===== src/rtl/bus_interconnect_if.sv =====
// Master bus plus NUM_DEVICES slave buses of the interconnect.
// Slave read data is packed with slot i holding port i.
interface bus_interconnect_if #(
  parameter int N = 4
);
  logic          m_valid;
  logic [31:0]   m_address;
  logic [3:0]    m_wstrobe;
  logic [31:0]   m_wdata;
  logic [31:0]   m_rdata;
  logic          m_ready;
  logic          m_irq;
  logic [N-1:0]  s_valid;
  logic [31:0]   s_address;
  logic [3:0]    s_wstrobe;
  logic [31:0]   s_wdata;
  logic [N*32-1:0] s_rdata;
  logic [N-1:0]  s_ready;
  logic [N-1:0]  s_irq;

  modport master (
    output m_valid, m_address, m_wstrobe, m_wdata,
    input  m_rdata, m_ready, m_irq
  );

  modport slave (
    input  s_valid, s_address, s_wstrobe, s_wdata,
    output s_rdata, s_ready, s_irq
  );

  modport fabric (
    input  m_valid, m_address, m_wstrobe, m_wdata,
    output m_rdata, m_ready, m_irq,
    output s_valid, s_address, s_wstrobe, s_wdata,
    input  s_rdata, s_ready, s_irq
  );
endinterface


===== src/rtl/bus_interconnect.sv =====
// One-master, NUM_DEVICES-slave decoder with unmapped responder,
// timeout watchdog, sticky error capture and masked irq aggregation.
module bus_interconnect #(
  parameter int NUM_DEVICES = 4,
  parameter logic [NUM_DEVICES*8-1:0] DEV_BASES =
    {8'h81, 8'h80, 8'h00, 8'h00},
  parameter int TIMEOUT_CYCLES = 255,
  parameter logic [31:0] ERR_DATA = 32'hDEADBEEF,
  parameter logic [NUM_DEVICES-1:0] IRQ_MASK = '1
) (
  input  logic        clk,
  input  logic        reset,
  bus_interconnect_if.fabric bus,
  input  logic        err_clear,
  output logic        err_timeout,
  output logic        err_unmapped,
  output logic [31:0] err_address
);

  localparam int IW = (NUM_DEVICES > 1) ? $clog2(NUM_DEVICES) : 1;
  localparam logic [15:0] TMO = 16'(TIMEOUT_CYCLES);

  typedef enum logic [1:0] {
    IDLE,
    BUSY,
    TOUT
  } state_t;

  state_t  state_q, state_d;
  logic [15:0] cnt_q, cnt_d;
  logic [IW-1:0] sel_q, sel_d;
  logic [IW-1:0] hit_idx;
  logic          hit;
  logic [NUM_DEVICES-1:0] sv;
  logic [31:0] rd [NUM_DEVICES];
  logic        set_to, set_um;

  assign bus.s_address = bus.m_address;
  assign bus.s_wstrobe = bus.m_wstrobe;
  assign bus.s_wdata   = bus.m_wdata;
  assign bus.s_valid   = sv;
  assign bus.m_irq     = |(bus.s_irq & IRQ_MASK);

  always_comb begin
    for (int i = 0; i < NUM_DEVICES; i++)
      rd[i] = bus.s_rdata[i*32 +: 32];
  end

  // Scan downward so the lowest matching index is the one kept.
  always_comb begin
    hit     = 1'b0;
    hit_idx = '0;
    for (int i = NUM_DEVICES - 1; i >= 0; i--) begin
      if (bus.m_address[31:24] == DEV_BASES[i*8 +: 8]) begin
        hit     = 1'b1;
        hit_idx = IW'(i);
      end
    end
  end

  always_comb begin
    state_d     = state_q;
    cnt_d       = cnt_q;
    sel_d       = sel_q;
    sv          = '0;
    bus.m_ready = 1'b0;
    bus.m_rdata = '0;
    set_to      = 1'b0;
    set_um      = 1'b0;
    if (reset) begin
      unique case (state_q)
        IDLE: begin
          if (bus.m_valid && hit) begin
            sv[hit_idx]  = 1'b1;
            bus.m_ready  = bus.s_ready[hit_idx];
            bus.m_rdata  = rd[hit_idx];
            if (!bus.s_ready[hit_idx]) begin
              sel_d   = hit_idx;
              cnt_d   = 16'd1;
              state_d = BUSY;
            end
          end else if (bus.m_valid) begin
            bus.m_ready = 1'b1;
            set_um      = 1'b1;
          end
        end
        BUSY: begin
          if (!bus.m_valid) begin
            cnt_d   = '0;
            state_d = IDLE;
          end else begin
            sv[sel_q]   = 1'b1;
            bus.m_ready = bus.s_ready[sel_q];
            bus.m_rdata = rd[sel_q];
            if (bus.s_ready[sel_q]) begin
              cnt_d   = '0;
              state_d = IDLE;
            end else if (cnt_q >= TMO) begin
              state_d = TOUT;
            end else if (cnt_q != 16'hFFFF) begin
              cnt_d = cnt_q + 16'd1;
            end
          end
        end
        TOUT: begin
          bus.m_ready = 1'b1;
          bus.m_rdata = ERR_DATA;
          set_to      = 1'b1;
          cnt_d       = '0;
          state_d     = IDLE;
        end
        default: state_d = IDLE;
      endcase
    end
  end

  always_ff @(posedge clk or negedge reset) begin
    if (!reset) begin
      state_q <= IDLE;
      cnt_q   <= '0;
      sel_q   <= '0;
    end else begin
      state_q <= state_d;
      cnt_q   <= cnt_d;
      sel_q   <= sel_d;
    end
  end

  // A clear in the same cycle as a new error drops that error.
  always_ff @(posedge clk or negedge reset) begin
    if (!reset) begin
      err_timeout  <= 1'b0;
      err_unmapped <= 1'b0;
      err_address  <= '0;
    end else if (err_clear) begin
      err_timeout  <= 1'b0;
      err_unmapped <= 1'b0;
      err_address  <= '0;
    end else if (set_to || set_um) begin
      if (!err_timeout && !err_unmapped)
        err_address <= bus.m_address;
      if (set_to)
        err_timeout <= 1'b1;
      if (set_um)
        err_unmapped <= 1'b1;
    end
  end

endmodule


===== src/flat_wrapper.sv =====
// flat-port wrapper written by rule: the top's interface ports become plain ports
module bus_interconnect_flat 
#(
  parameter int NUM_DEVICES = 4,
  parameter logic [NUM_DEVICES*8-1:0] DEV_BASES =
    {8'h81, 8'h80, 8'h00, 8'h00},
  parameter int TIMEOUT_CYCLES = 255,
  parameter logic [31:0] ERR_DATA = 32'hDEADBEEF,
  parameter logic [NUM_DEVICES-1:0] IRQ_MASK = '1
)
  (clk, reset, err_clear, err_timeout, err_unmapped, err_address, bus_m_valid, bus_m_address, bus_m_wstrobe, bus_m_wdata, bus_m_rdata, bus_m_ready, bus_m_irq, bus_s_valid, bus_s_address, bus_s_wstrobe, bus_s_wdata, bus_s_rdata, bus_s_ready, bus_s_irq);
  bus_interconnect_if #(.N(4)) bus_i ();
  input  logic clk;
  input  logic reset;
  input  logic err_clear;
  output logic err_timeout;
  output logic err_unmapped;
  output logic [31:0] err_address;
  input wire logic [$bits(bus_i.m_valid)-1:0] bus_m_valid;
  input wire logic [$bits(bus_i.m_address)-1:0] bus_m_address;
  input wire logic [$bits(bus_i.m_wstrobe)-1:0] bus_m_wstrobe;
  input wire logic [$bits(bus_i.m_wdata)-1:0] bus_m_wdata;
  output wire logic [$bits(bus_i.m_rdata)-1:0] bus_m_rdata;
  output wire logic [$bits(bus_i.m_ready)-1:0] bus_m_ready;
  output wire logic [$bits(bus_i.m_irq)-1:0] bus_m_irq;
  output wire logic [$bits(bus_i.s_valid)-1:0] bus_s_valid;
  output wire logic [$bits(bus_i.s_address)-1:0] bus_s_address;
  output wire logic [$bits(bus_i.s_wstrobe)-1:0] bus_s_wstrobe;
  output wire logic [$bits(bus_i.s_wdata)-1:0] bus_s_wdata;
  input wire logic [$bits(bus_i.s_rdata)-1:0] bus_s_rdata;
  input wire logic [$bits(bus_i.s_ready)-1:0] bus_s_ready;
  input wire logic [$bits(bus_i.s_irq)-1:0] bus_s_irq;
  assign bus_i.m_valid = bus_m_valid;
  assign bus_i.m_address = bus_m_address;
  assign bus_i.m_wstrobe = bus_m_wstrobe;
  assign bus_i.m_wdata = bus_m_wdata;
  assign bus_m_rdata = bus_i.m_rdata;
  assign bus_m_ready = bus_i.m_ready;
  assign bus_m_irq = bus_i.m_irq;
  assign bus_s_valid = bus_i.s_valid;
  assign bus_s_address = bus_i.s_address;
  assign bus_s_wstrobe = bus_i.s_wstrobe;
  assign bus_s_wdata = bus_i.s_wdata;
  assign bus_i.s_rdata = bus_s_rdata;
  assign bus_i.s_ready = bus_s_ready;
  assign bus_i.s_irq = bus_s_irq;
  bus_interconnect #(.NUM_DEVICES(NUM_DEVICES), .DEV_BASES(DEV_BASES), .TIMEOUT_CYCLES(TIMEOUT_CYCLES), .ERR_DATA(ERR_DATA), .IRQ_MASK(IRQ_MASK)) u_core (.clk(clk), .reset(reset), .bus(bus_i), .err_clear(err_clear), .err_timeout(err_timeout), .err_unmapped(err_unmapped), .err_address(err_address));
endmodule

===== config.mk =====
export PLATFORM = sky130hd
export DESIGN_NAME = bus_interconnect_flat
export DESIGN_NICKNAME = d
export VERILOG_FILES = /design/src/rtl/bus_interconnect_if.sv /design/src/rtl/bus_interconnect.sv /design/src/flat_wrapper.sv
export SDC_FILE = /design/constraint.sdc
export NUM_CORES = 1
export LEC_CHECK = 0
export ABC_AREA = 0
export CELL_PAD_IN_SITES_DETAIL_PLACEMENT = 1
export CELL_PAD_IN_SITES_GLOBAL_PLACEMENT = 1
export CORE_MARGIN = 3
export CORE_UTILIZATION = 25
export CTS_BUF_LIST = sky130_fd_sc_hd__clkbuf_2
export DETAILED_ROUTE_END_ITERATION = 12
export PLACE_DENSITY_LB_ADDON = 0.1
export RECOVER_POWER = 100
export SYNTH_ARGS = -nofsm -noshare
export SYNTH_HDL_FRONTEND = slang
export SYNTH_SLANG_ARGS = --single-unit

===== constraint.sdc =====
create_clock -name clk -period 2.4 [get_ports clk]
set_input_delay 0.48 -clock clk [delete_from_list [all_inputs] [get_ports clk]]
set_output_delay 0.48 -clock clk [all_outputs]
set_load 0.05 [all_outputs]

### Word level (Yosys, flattened, before mapping)

Cells that the tools add are included.

* reduce and logical (&&, ||, !) cells: 21
* multiply operators: 0
* mux-type cells: 60
* div/mod/pow operators: 0
* shift-type cells: 0
* order comparisons: 7
* bitwise logic cells: 3
* add/subtract/negate cells: 1
* equality and inequality tests: 10

Operator list (number)
* $mux 32: 10
* $bmux 32 s2: 2
* $mux 16: 6
* $pmux 32 s3: 1
* $pmux 16 s3: 1
* $mux 1: 22
* $add 16x1->16 const B: 1
* $eq 8x8->1 const B: 2
* $ge 16x8->1 const B: 1
* $mux 2: 8
* $ne 16x16->1 const B: 1
* $mux 4: 3
* $logic_not 8->1: 1
* $ne 4x2->1 const B: 2
* $pmux 4 s2: 1
* $reduce_and 4->1: 2
* $reduce_bool 2->1: 4
* $ge 3x3->1 const B: 2
* $lt 2x3->1 const B: 2
* $not 2->3: 2
* $reduce_and 2->1: 3
* $reduce_and 6->1: 1
* $bmux 1 s2: 2
* $demux 1 s2: 2
* 15 further kinds: 20

* output and inout bits: 140
* bits in latches: 0
* bits in read-only memories: 0
* flip-flop bits (word level): 54
* bits in writable memories: 0
* memories: 0

### Logic depth before layout (Yosys ltp)

Gate-level depths: netlist of the first run.

* depth in word-level cells: 11
* gate-level depth with buffers: 8

### Least setup slack after synthesis of the first run

No wires, ideal clock.

* path kind: input port to output port
* start: input bus_m_address[29]
* end: output bus_m_rdata[14]
* arrival time: 2.344 ns
* cell stages on the path: 6
* slack: -0.424 ns
* data required time: 1.920 ns
* cells stage by stage: nor4_4 nand2_1 nor3b_2 buf_2 o211ai_1 a21oi_1

* cells in the longest elaborated chain, start to end: 11
* elaborated cells on any way between the ends: 17
* classes of those cells: eq/ne: 2; mux: 12; bitwise: 1; reduce/logical: 2

Ends and longest elaborated chain
* start: declaration: RTL line flat_wrapper.sv:20 `input wire logic [$bits(bus_i.m_address)-1:0] bus_m_address;`
* $eq 8x8->1: RTL line bus_interconnect.sv:54 `if (bus.m_address[31:24] == DEV_BASES[i*8 +: 8]) begin`
* $mux 2 (3 in series): RTL line bus_interconnect.sv:54
* $not 2->3 (not written as such): RTL line bus_interconnect.sv:76 `bus.m_rdata = rd[hit_idx];`
* $bmux 32 s2: RTL line bus_interconnect.sv:76
* $mux 32 (not written as such) (2 in series): RTL line bus_interconnect.sv:76
* $mux 32 *: RTL line bus_interconnect.sv:73 `if (bus.m_valid && hit) begin`
* $pmux 32 s3 *: RTL line bus_interconnect.sv:71 `unique case (state_q)`
* $mux 32 *: RTL line bus_interconnect.sv:70 `if (reset) begin`
* end: declaration: RTL line flat_wrapper.sv:23 `output wire logic [$bits(bus_i.m_rdata)-1:0] bus_m_rdata;`

Mark *: on every way between the ends. The rest lies on a longest branch, timed or not. The select of a mux whose other input is x is not followed.

### Final worst setup path of the first run

* start: input bus_m_address[25]
* end: output bus_m_rdata[19]

Same word-level chain as after synthesis.

==> impl_table.tex, run 1 <==
\begin{tabular}{lr}
\hline
Metric & Value \\
\hline
\multicolumn{2}{l}{\textbf{Outcome}} \\
Result of the run & complete, but fails checks \\
Violations in the final reports & setup timing \\
\multicolumn{2}{l}{\textbf{Pwr}} \\
Maximum VDD drop & 0.235 mV \\
Static Leak & 3.45 nW \\
Power per Cell Area & 292 mW/mm² \\
\multicolumn{2}{l}{\textbf{Route}} \\
Routed wire per std cell & around 22 µm \\
Average via count per standard cell & 5.07 \\
Vias post-DR & 5539 \\
DRC viols & 0 \\
Number of DRC markers in iteration 0 & 168 \\
Total routed wirelength & 23.7 mm \\
Post-DRT Antenna Nets & 0 \\
Number of optimization iterations in the first detailed-route pass & 4 \\
\multicolumn{2}{l}{\textbf{Critical path}} \\
Arrival time at the worst endpoint & 2.34 ns \\
Worst reg2reg setup slack & -0.01 ns \\
Reg-to-Reg Start & u\_core.sel\_q[0]\$\_DFFE\_PN0P\_ \\
Type of element launching the critical path & primary input \\
Path depth of the worst reg2reg path & 7 \\
Type of element capturing the critical path & output port \\
Maximum fanout encountered on the critical timing path & 5 \\
Termination of the worst setup path & bus\_m\_rdata[19] \\
Worst Setup SP & bus\_m\_address[25] \\
Critical-path top delay cell & sky130\_fd\_sc\_hd\_\_dlygate4sd3\_1 \\
Startpoint-to-endpoint class of the critical path & in2out \\
R2R Path End & u\_core.cnt\_q[1]\$\_DFFE\_PN0P\_ \\
Cell-by-cell listing of the critical path & dlygate4sd3\_1 -> nor2\_4 -> nand2\_2 -> nor3b\_4 -> buf\_4 -> clkbuf\_4 -> o211ai\_1 -> a21oi\_4 -> buf\_12 \\
CP Data Required Time & roughly 1.9 ns \\
Largest incremental delay on the critical path & between 0.5 and 0.6 ns \\
\multicolumn{2}{l}{\textbf{Final layout}} \\
Final non-filler cell total & 1092 \\
Utilization after layout & roughly half \\
Layout area overhead & 88.6\% \\
Antenna diodes & 0 \\
Number of nets in the layout & 1044 \\
Fraction of layout instances using a drive strength above 1 & 31.4\% \\
\multicolumn{2}{l}{\textbf{CTS}} \\
Worst-case clock buffer depth & 2 \\
Number of sinks on the clock net & 54 \\
Clock buffers created by TritonCTS & 5 \\
Later-pin clock latency in the skew report & 0.49 ns \\
Clock-pin slew on the worst setup and hold paths & between 0.2 and 0.3 ns \\
CTS root buf & sky130\_fd\_sc\_hd\_\_clkbuf\_2 \\
Clock tree from TritonCTS & done \\
H-tree depth & 2 \\
\multicolumn{2}{l}{\textbf{Floorplanning}} \\
Core footprint & $\sim$0.019 mm² \\
Die outline height & $\sim$150 µm \\
I/O pin count & roughly 350 \\
Full die area & 0.0215 mm² \\
Initial Util & roughly 26\% \\
Die extent in x & around 150 µm \\
Number of core rows & 50 \\
\multicolumn{2}{l}{\textbf{STA}} \\
Total Neg Setup Slack & -21.76 ns \\
Count of pins over their slew limit & 0 \\
Period utilization & 117\% \\
Minimum clock period & 2.82 ns \\
Max-slew headroom & 4.42\% \\
Worst clock skew & about 0.046 ns \\
Final Hold Violating Endpoints & 0 \\
Measured slew at the worst slew-check pin & around 1.4 ns \\
PnR worst setup slack & -0.419 ns \\
Final setup fails & between 70 and 80 \\
Unrepaired setup endpoints after global routing & true \\
Highest clock rate & $\sim$350 MHz \\
\multicolumn{2}{l}{\textbf{Yosys}} \\
Post-synthesis area per instance & between 8 and 9 µm² \\
Synth Net Count & 783 \\
Cell count after synthesis & 570 \\
Async set-or-reset flop fraction in the synthesized netlist & 100\% \\
Count of flip-flops with a built-in enable after synthesis & 0 \\
Synth cell types & 41 \\
Main flop type after synthesis & sky130\_fd\_sc\_hd\_\_dfrtp\_1 \\
Cell Area, Synth & roughly 0.0049 mm² \\
Seq cells post-synth & between 50 and 60 \\
Sequential cell area fraction in the yosys report & $\sim$27\% \\
Count of synthesis-stage warnings from yosys & 0 \\
\multicolumn{2}{l}{\textbf{Global route}} \\
Overflow left after global routing & 0 \\
Vias in the first global route & $\sim$6100 \\
Global router's overall resource usage & between 20\% and 30\% \\
Largest net degree at the start of global routing & around 40 \\
Initial antenna violation count & 0 \\
Global-route wire length before repair & roughly 36 mm \\
\multicolumn{2}{l}{\textbf{Placed design}} \\
\# placed instances & roughly 1100 \\
Gp weighted congestion & about 0.8 \\
DP Wirelength & between 15 and 20 mm \\
IO buf count & 275 \\
\multicolumn{2}{l}{\textbf{Worst hold path}} \\
Type of the tightest min-delay check & in2reg \\
\multicolumn{2}{l}{\textbf{Run}} \\
Max capacitance violation total & 0 \\
\hline
\end{tabular}
==> worst min path at each step <==
| stage | to | slack [ns] | start | depth (start not counted) |
|---|---|---|---|---|
| finish | u_core.err_address[24]$_DFFE_PN0P_ | 0.50 | bus_m_address[24] | 3 |
| detailed placement | u_core.cnt_q[9]$_DFFE_PN0P_ | 0.47 | u_core.cnt_q[9]$_DFFE_PN0P_ | 1 |
| floorplan | u_core.cnt_q[0]$_DFFE_PN0P_ | 0.18 | reset | 0 |
| global placement | u_core.cnt_q[11]$_DFFE_PN0P_ | 0.47 | u_core.cnt_q[11]$_DFFE_PN0P_ | 1 |
| global route | u_core.err_address[1]$_DFFE_PN0P_ | 0.44 | bus_m_address[1] | 3 |
| CTS | u_core.err_address[24]$_DFFE_PN0P_ | 0.33 | bus_m_address[24] | 3 |
==> layout by cell type (no fill, tap or decap), types with 7 or more instances in the layout <==
| cell type | n |
|---|---|
| sky130_fd_sc_hd__buf_4 | 56 |
| sky130_fd_sc_hd__mux2i_1 | 32 |
| sky130_fd_sc_hd__a21oi_2 | 15 |
| sky130_fd_sc_hd__a21oi_1 | 39 |
| sky130_fd_sc_hd__clkdlybuf4s50_1 | 182 |
| sky130_fd_sc_hd__and2_1 | 9 |
| sky130_fd_sc_hd__buf_12 | 57 |
| sky130_fd_sc_hd__a21oi_4 | 39 |
| sky130_fd_sc_hd__clkbuf_1 | 31 |
| sky130_fd_sc_hd__o211ai_1 | 33 |
| sky130_fd_sc_hd__dlygate4sd3_1 | 17 |
| sky130_fd_sc_hd__nand2_1 | 112 |
| sky130_fd_sc_hd__mux4_2 | 33 |
| sky130_fd_sc_hd__buf_6 | 8 |
| sky130_fd_sc_hd__dfrtp_1 | 52 |
| sky130_fd_sc_hd__nor2_1 | 7 |
==> power by group <==
group / switching (mW) / internal (mW) / total, mW / leakage, nW
sequential: 0.0219 / 0.948 / 0.970 / 0.737
clock: 0.323 / 0.0780 / 0.401 / 0.0296
combinational: 0.696 / 0.655 / 1.35 / 2.68
total: 1.04 / 1.68 / 2.72 / 3.45
==> metal layers <==
metal	global-route usage (%)	wire length, µm
met5	0	0
met4	3.01	163
met3	5.65	1730
met2	39.1	12400
met1	25.1	9370
==> registers in the layout, summed over array words and instances (netlist names) <==
register / count
u_core.cnt_q: 16
u_core.err_address: 32
u_core.err_timeout: 1
u_core.err_unmapped: 1
u_core.sel_q: 2
u_core.state_q: 2
==> synthesized netlist by cell type, drive strengths merged (2+ instances only) <==
cell	count	area [µm²]
nand2	115	432
nand2b	3	18.8
nand3	5	25.0
nor2	11	41.3
ha	5	62.6
nor4	3	33.8
buf	93	628
clkbuf	21	78.8
dfrtp	54	1350
and2	10	62.6
and3	2	12.5
o21ai	6	33.8
or2	3	18.8
mux2i	32	320
o211a	2	20.0
o2bb2ai	6	52.6
a211oi	2	20.0
nor3	8	40.0
a32oi	5	43.8
inv	4	15.0
o211ai	34	260
a21oi	93	465
mux2	4	45.0
a31oi	5	31.3
nor2b	3	18.8
mux4	33	743
==> worst max-delay path, delay by kind of cell <==
| family | cells | cell delay (ns) |
|---|---|---|
| compound gates | 2 | 0.33 |
| buf+inv | 4 | 1.10 |
| simple gates | 3 | 0.44 |
==> layout make-up <==
cell class              instances  area (µm²)
clock buffers                   5        25.0
well taps                     260         325
inverters                       4        15.0
clock inverters                 3        25.0
repair buffers                368        4080
flip-flops and latches         54        1350
multi-input cells             398        3500
fillers                      2069        9760
==> stage by stage <==
step	setup slack (ns)	instance area [µm²]	hold slack (ns)	power (mW)
final	-0.419	9330	0.496	2.72
after global routing	-0.546	9330	0.442	2.87
after CTS	-0.427	9370	0.332	2.77
after detailed placement	-0.656	8660	0.473	2.24
after global placement	-0.606	8660	0.470	2.21
after floorplan	-0.0291	5330	0.184	1.75
==> cells by family (layout without fill, tap and decap cells) <==
family	count (synthesis)	count (layout)	synth area share, %
adder cells (fa/ha/maj)	5	5	1.27
AND/OR/NAND/NOR	166	166	14.8
multiplexers	69	69	22.4
AO/OA/AOI/OAI	158	158	19.6
flip-flops	54	54	27.3
buffers and inverters	118	380	14.6
==> timing repair <==
item,4_1_cts,5_1_grt
endpoints found under the setup margin,37,37
cloned,9,1
pin swaps,29,20
buffers inserted,16,11
resized for setup,76,10
hold buffers,1,0
endpoints found under the hold margin,3,0
No activity file was read; power rests on OpenSTA's default activity.
==> run 2, diff against run 1 <==
- ABC_CLOCK_PERIOD_IN_PS: default -> 2400
- CORE_MARGIN: 3 -> default
==> impl_table.tex, run 2 (synthesis results as in run 1) <==
\begin{tabular}{lr}
\hline
Metric & Value \\
\hline
\multicolumn{2}{l}{\textbf{Critical path}} \\
Type of element launching the critical path & register (was primary input) \\
CP Data Required Time & 1.92 ns (about the same) \\
Startpoint-to-endpoint class of the critical path & reg2out (was in2out) \\
Worst reg2reg setup slack & 0.21 ns (was -0.01 ns) \\
Cell-by-cell listing of the critical path & inv\_2 -> ha\_4 -> nand2\_4 -> nor3b\_4 -> buf\_6 -> buf\_8 -> buf\_16 -> o211ai\_1 -> a21oi\_4 -> buf\_12 (was dlygate4sd3\_1 -> nor2\_4 -> nand2\_2 -> nor3b\_4 -> buf\_4 -> clkbuf\_4 -> o211ai\_1 -> a21oi\_4 -> buf\_12) \\
Maximum fanout encountered on the critical timing path & 5 (unchanged) \\
Largest incremental delay on the critical path & 0.46 ns (was 0.59 ns) \\
Critical-path top delay cell & sky130\_fd\_sc\_hd\_\_dfrtp\_1 (was sky130\_fd\_sc\_hd\_\_dlygate4sd3\_1) \\
Type of element capturing the critical path & output port (unchanged) \\
Arrival time at the worst endpoint & 2.32 ns (was 2.34 ns) \\
Worst path top cell family by delay & buffers and inverters (unchanged) \\
Buffer and inverter count on the worst path & 5 (was 4) \\
\multicolumn{2}{l}{\textbf{STA}} \\
Period utilization & 116\% (was 117\%) \\
Count of pins over their slew limit & 0 (unchanged) \\
Worst clock skew & 0.0309 ns (was 0.0459 ns) \\
Minimum clock period & 2.80 ns (was 2.82 ns) \\
Final setup fails & 37 (was 73) \\
Final Hold Violating Endpoints & 0 (unchanged) \\
PnR worst setup slack & -0.395 ns (was -0.419 ns) \\
Unrepaired setup endpoints after global routing & true (unchanged) \\
Highest clock rate & 358 MHz (was 355 MHz) \\
Measured slew at the worst slew-check pin & 1.07 ns (was 1.43 ns) \\
Total Neg Setup Slack & -12.92 ns (was -21.76 ns) \\
Max-slew headroom & 28.9\% (was 4.42\%) \\
Worst hold-check slack & 0.346 ns (was 0.496 ns) \\
\multicolumn{2}{l}{\textbf{CTS}} \\
Worst-case clock buffer depth & 2 (unchanged) \\
Number of sinks on the clock net & 54 (unchanged) \\
Clock buffers created by TritonCTS & 5 (unchanged) \\
Later-pin clock latency in the skew report & 0.49 ns (about the same) \\
Clock-pin slew on the worst setup and hold paths & 0.32 ns (was 0.26 ns) \\
H-tree depth & 2 (unchanged) \\
CTS root buf & sky130\_fd\_sc\_hd\_\_clkbuf\_2 (unchanged) \\
Clock tree from TritonCTS & done (unchanged) \\
\multicolumn{2}{l}{\textbf{Floorplanning}} \\
I/O pin count & 348 (unchanged) \\
Number of core rows & 51 (was 50) \\
Die outline height & 143 µm (was 147 µm) \\
Core footprint & 0.0194 mm² (was 0.0191 mm²) \\
Die extent in x & 143 µm (was 147 µm) \\
Full die area & 0.0203 mm² (was 0.0215 mm²) \\
Initial Util & 25.5\% (was 25.9\%) \\
\multicolumn{2}{l}{\textbf{Final layout}} \\
Top flop regs & u\_core.err\_address x32, u\_core.cnt\_q x16 (unchanged) \\
Register with the highest flop count & u\_core.err\_address (unchanged) \\
Most used cells in the layout excluding fill and tap cells & sky130\_fd\_sc\_hd\_\_clkdlybuf4s50\_1, sky130\_fd\_sc\_hd\_\_nand2\_1, sky130\_fd\_sc\_hd\_\_buf\_4, sky130\_fd\_sc\_hd\_\_buf\_12, sky130\_fd\_sc\_hd\_\_a21oi\_1 (was sky130\_fd\_sc\_hd\_\_clkdlybuf4s50\_1, sky130\_fd\_sc\_hd\_\_nand2\_1, sky130\_fd\_sc\_hd\_\_buf\_12, sky130\_fd\_sc\_hd\_\_buf\_4, sky130\_fd\_sc\_hd\_\_dfrtp\_1) \\
Most frequent standard cell in the layout excluding fill and tap cells & sky130\_fd\_sc\_hd\_\_clkdlybuf4s50\_1 (unchanged) \\
Antenna diodes & 0 (unchanged) \\
Layout area overhead & 86.0\% (was 88.6\%) \\
Number of nets in the layout & 1029 (was 1044) \\
\# fillers & 2184 (was 2069) \\
Flip-flop count of the largest register after layout & 32 (unchanged) \\
Fraction of layout instances using a drive strength above 1 & 31.5\% (was 31.4\%) \\
\multicolumn{2}{l}{\textbf{Route}} \\
Post-DRT Antenna Nets & 0 (unchanged) \\
Number of DRC markers in iteration 0 & 212 (was 168) \\
Vias post-DR & 5409 (was 5539) \\
Number of optimization iterations in the first detailed-route pass & 4 (unchanged) \\
DRC viols & 0 (unchanged) \\
Average via count per standard cell & 5.00 (was 5.07) \\
Routed wire per std cell & 20.8 µm (was 21.7 µm) \\
Total routed wirelength & 22.5 mm (was 23.7 mm) \\
\multicolumn{2}{l}{\textbf{Global route}} \\
Global router's overall resource usage & 21.5\% (was 21.2\%) \\
Largest net degree at the start of global routing & 45 (was 41) \\
Initial antenna violation count & 0 (unchanged) \\
Vias in the first global route & 5859 (was 6067) \\
GR Layer Usage met2 & 40.5\% (was 39.1\%) \\
Overflow left after global routing & 0 (unchanged) \\
Global-route wire length before repair & 33.6 mm (was 36.4 mm) \\
GR Util met1 & 25.0\% (was 25.1\%) \\
Global-route layer with the greatest usage & met2 (unchanged) \\
Global routing met3 resource utilization & 5.03\% (was 5.65\%) \\
\multicolumn{2}{l}{\textbf{Placed design}} \\
IO buf count & 275 (unchanged) \\
Gp weighted congestion & 0.828 (was 0.813) \\
Post-placement worst setup slack & -0.612 ns (was -0.656 ns) \\
DP Wirelength & 16.0 mm (was 17.2 mm) \\
\multicolumn{2}{l}{\textbf{Pwr}} \\
Combinational power share & 47.2\% (was 49.6\%) \\
Static Leak & 3.37 nW (was 3.45 nW) \\
Maximum VDD drop & 0.267 mV (was 0.235 mV) \\
Net switching power figure & 1.03 mW (was 1.04 mW) \\
Power per Cell Area & 305 mW/mm² (was 292 mW/mm²) \\
Internal portion of total power & 1.78 mW (was 1.68 mW) \\
Fraction of power consumed by sequential logic & 34.6\% (was 35.6\%) \\
Net Sw Frac & 36.7\% (was 38.3\%) \\
Power share of the clock group & 18.2\% (was 14.7\%) \\
\multicolumn{2}{l}{\textbf{Outcome}} \\
Result of the run & complete, but fails checks (unchanged) \\
Violations in the final reports & setup timing (unchanged) \\
\multicolumn{2}{l}{\textbf{Worst hold path}} \\
Type of the tightest min-delay check & in2reg (unchanged) \\
\multicolumn{2}{l}{\textbf{Run}} \\
Max capacitance violation total & 0 (unchanged) \\
\hline
\end{tabular}
run 2: path summary, 6_finish.rpt:
kind,cells after the start,endpoint,from
max in group asynchronous,4,u_core.sel_q[0]$_DFFE_PN0P_,reset
setup / recovery,10,bus_m_rdata[13],u_core.state_q[1]$_DFFE_PN0P_
min in group asynchronous,2,u_core.err_timeout$_DFFE_PN0P_,reset
setup reg to reg,6,u_core.cnt_q[1]$_DFFE_PN0P_,u_core.cnt_q[0]$_DFFE_PN0P_
hold reg to reg,1,u_core.cnt_q[11]$_DFFE_PN0P_,u_core.cnt_q[11]$_DFFE_PN0P_
hold / removal,4,u_core.err_address[28]$_DFFE_PN0P_,bus_m_address[28]
run 2: timing repair:
item / CTS / global route
hold buffers: 0 / 2
setup endpoints to repair: 37 / 37
pin swaps: 21 / 16
setup buffers: 16 / 5
cloned: 8 / 0
endpoints found under the hold margin: 0 / 14
gates resized for setup: 60 / 8
run 2: layout make-up:
| cell class | count | area (µm²) | share of cell area [%] |
|---|---|---|---|
| tap | 265 | 332 | 3.61 |
| inverter | 4 | 15.0 | 0.163 |
| clock buffer | 5 | 25.0 | 0.272 |
| multi-input combinational | 398 | 3390 | 36.9 |
| sequential | 54 | 1350 | 14.7 |
| clock inverter | 3 | 48.8 | 0.531 |
| timing repair buffer | 353 | 4030 | 43.8 |
run 2: worst reg2reg max path: stages, from the launching register on:
cell and delay, ns:
sky130_fd_sc_hd__dfrtp_1 0.47, sky130_fd_sc_hd__ha_1 0.21, sky130_fd_sc_hd__nand3_1 0.15, sky130_fd_sc_hd__or2_1 0.31, sky130_fd_sc_hd__o211a_1 0.34, sky130_fd_sc_hd__o21ai_2 0.29, sky130_fd_sc_hd__mux2_2 0.37
run 2: per-layer routing:
layer	vias to the layer above	part of all wire, %
li1	2498	-
met1	2705	40
met2	193	52
met3	13	7.4
met4	0	0.93
met5	-	0
run 2: metrics by stage:
step	power, mW	std cells	instance area, µm²	utilization (%)
finish	2.81	1082	9190	47.4
CTS	2.83	1077	9180	47.3
detailed placement	2.23	1046	8610	44.4
floorplan	1.75	570	5330	-
global placement	2.20	1046	8610	44.4
global route	2.93	1082	9190	47.4
run 2: power by group through the flow:
stage          Sequential, mW  Combinational (mW)  Clock [mW]
4_1_cts                 0.971                1.33       0.530
3_3_place_gp            0.983                1.22           0
5_1_grt                 0.977                1.39       0.558
3_5_place_dp            0.986                1.24           0
6_report                0.971                1.32       0.511
2_1_floorplan            1.09               0.661           0
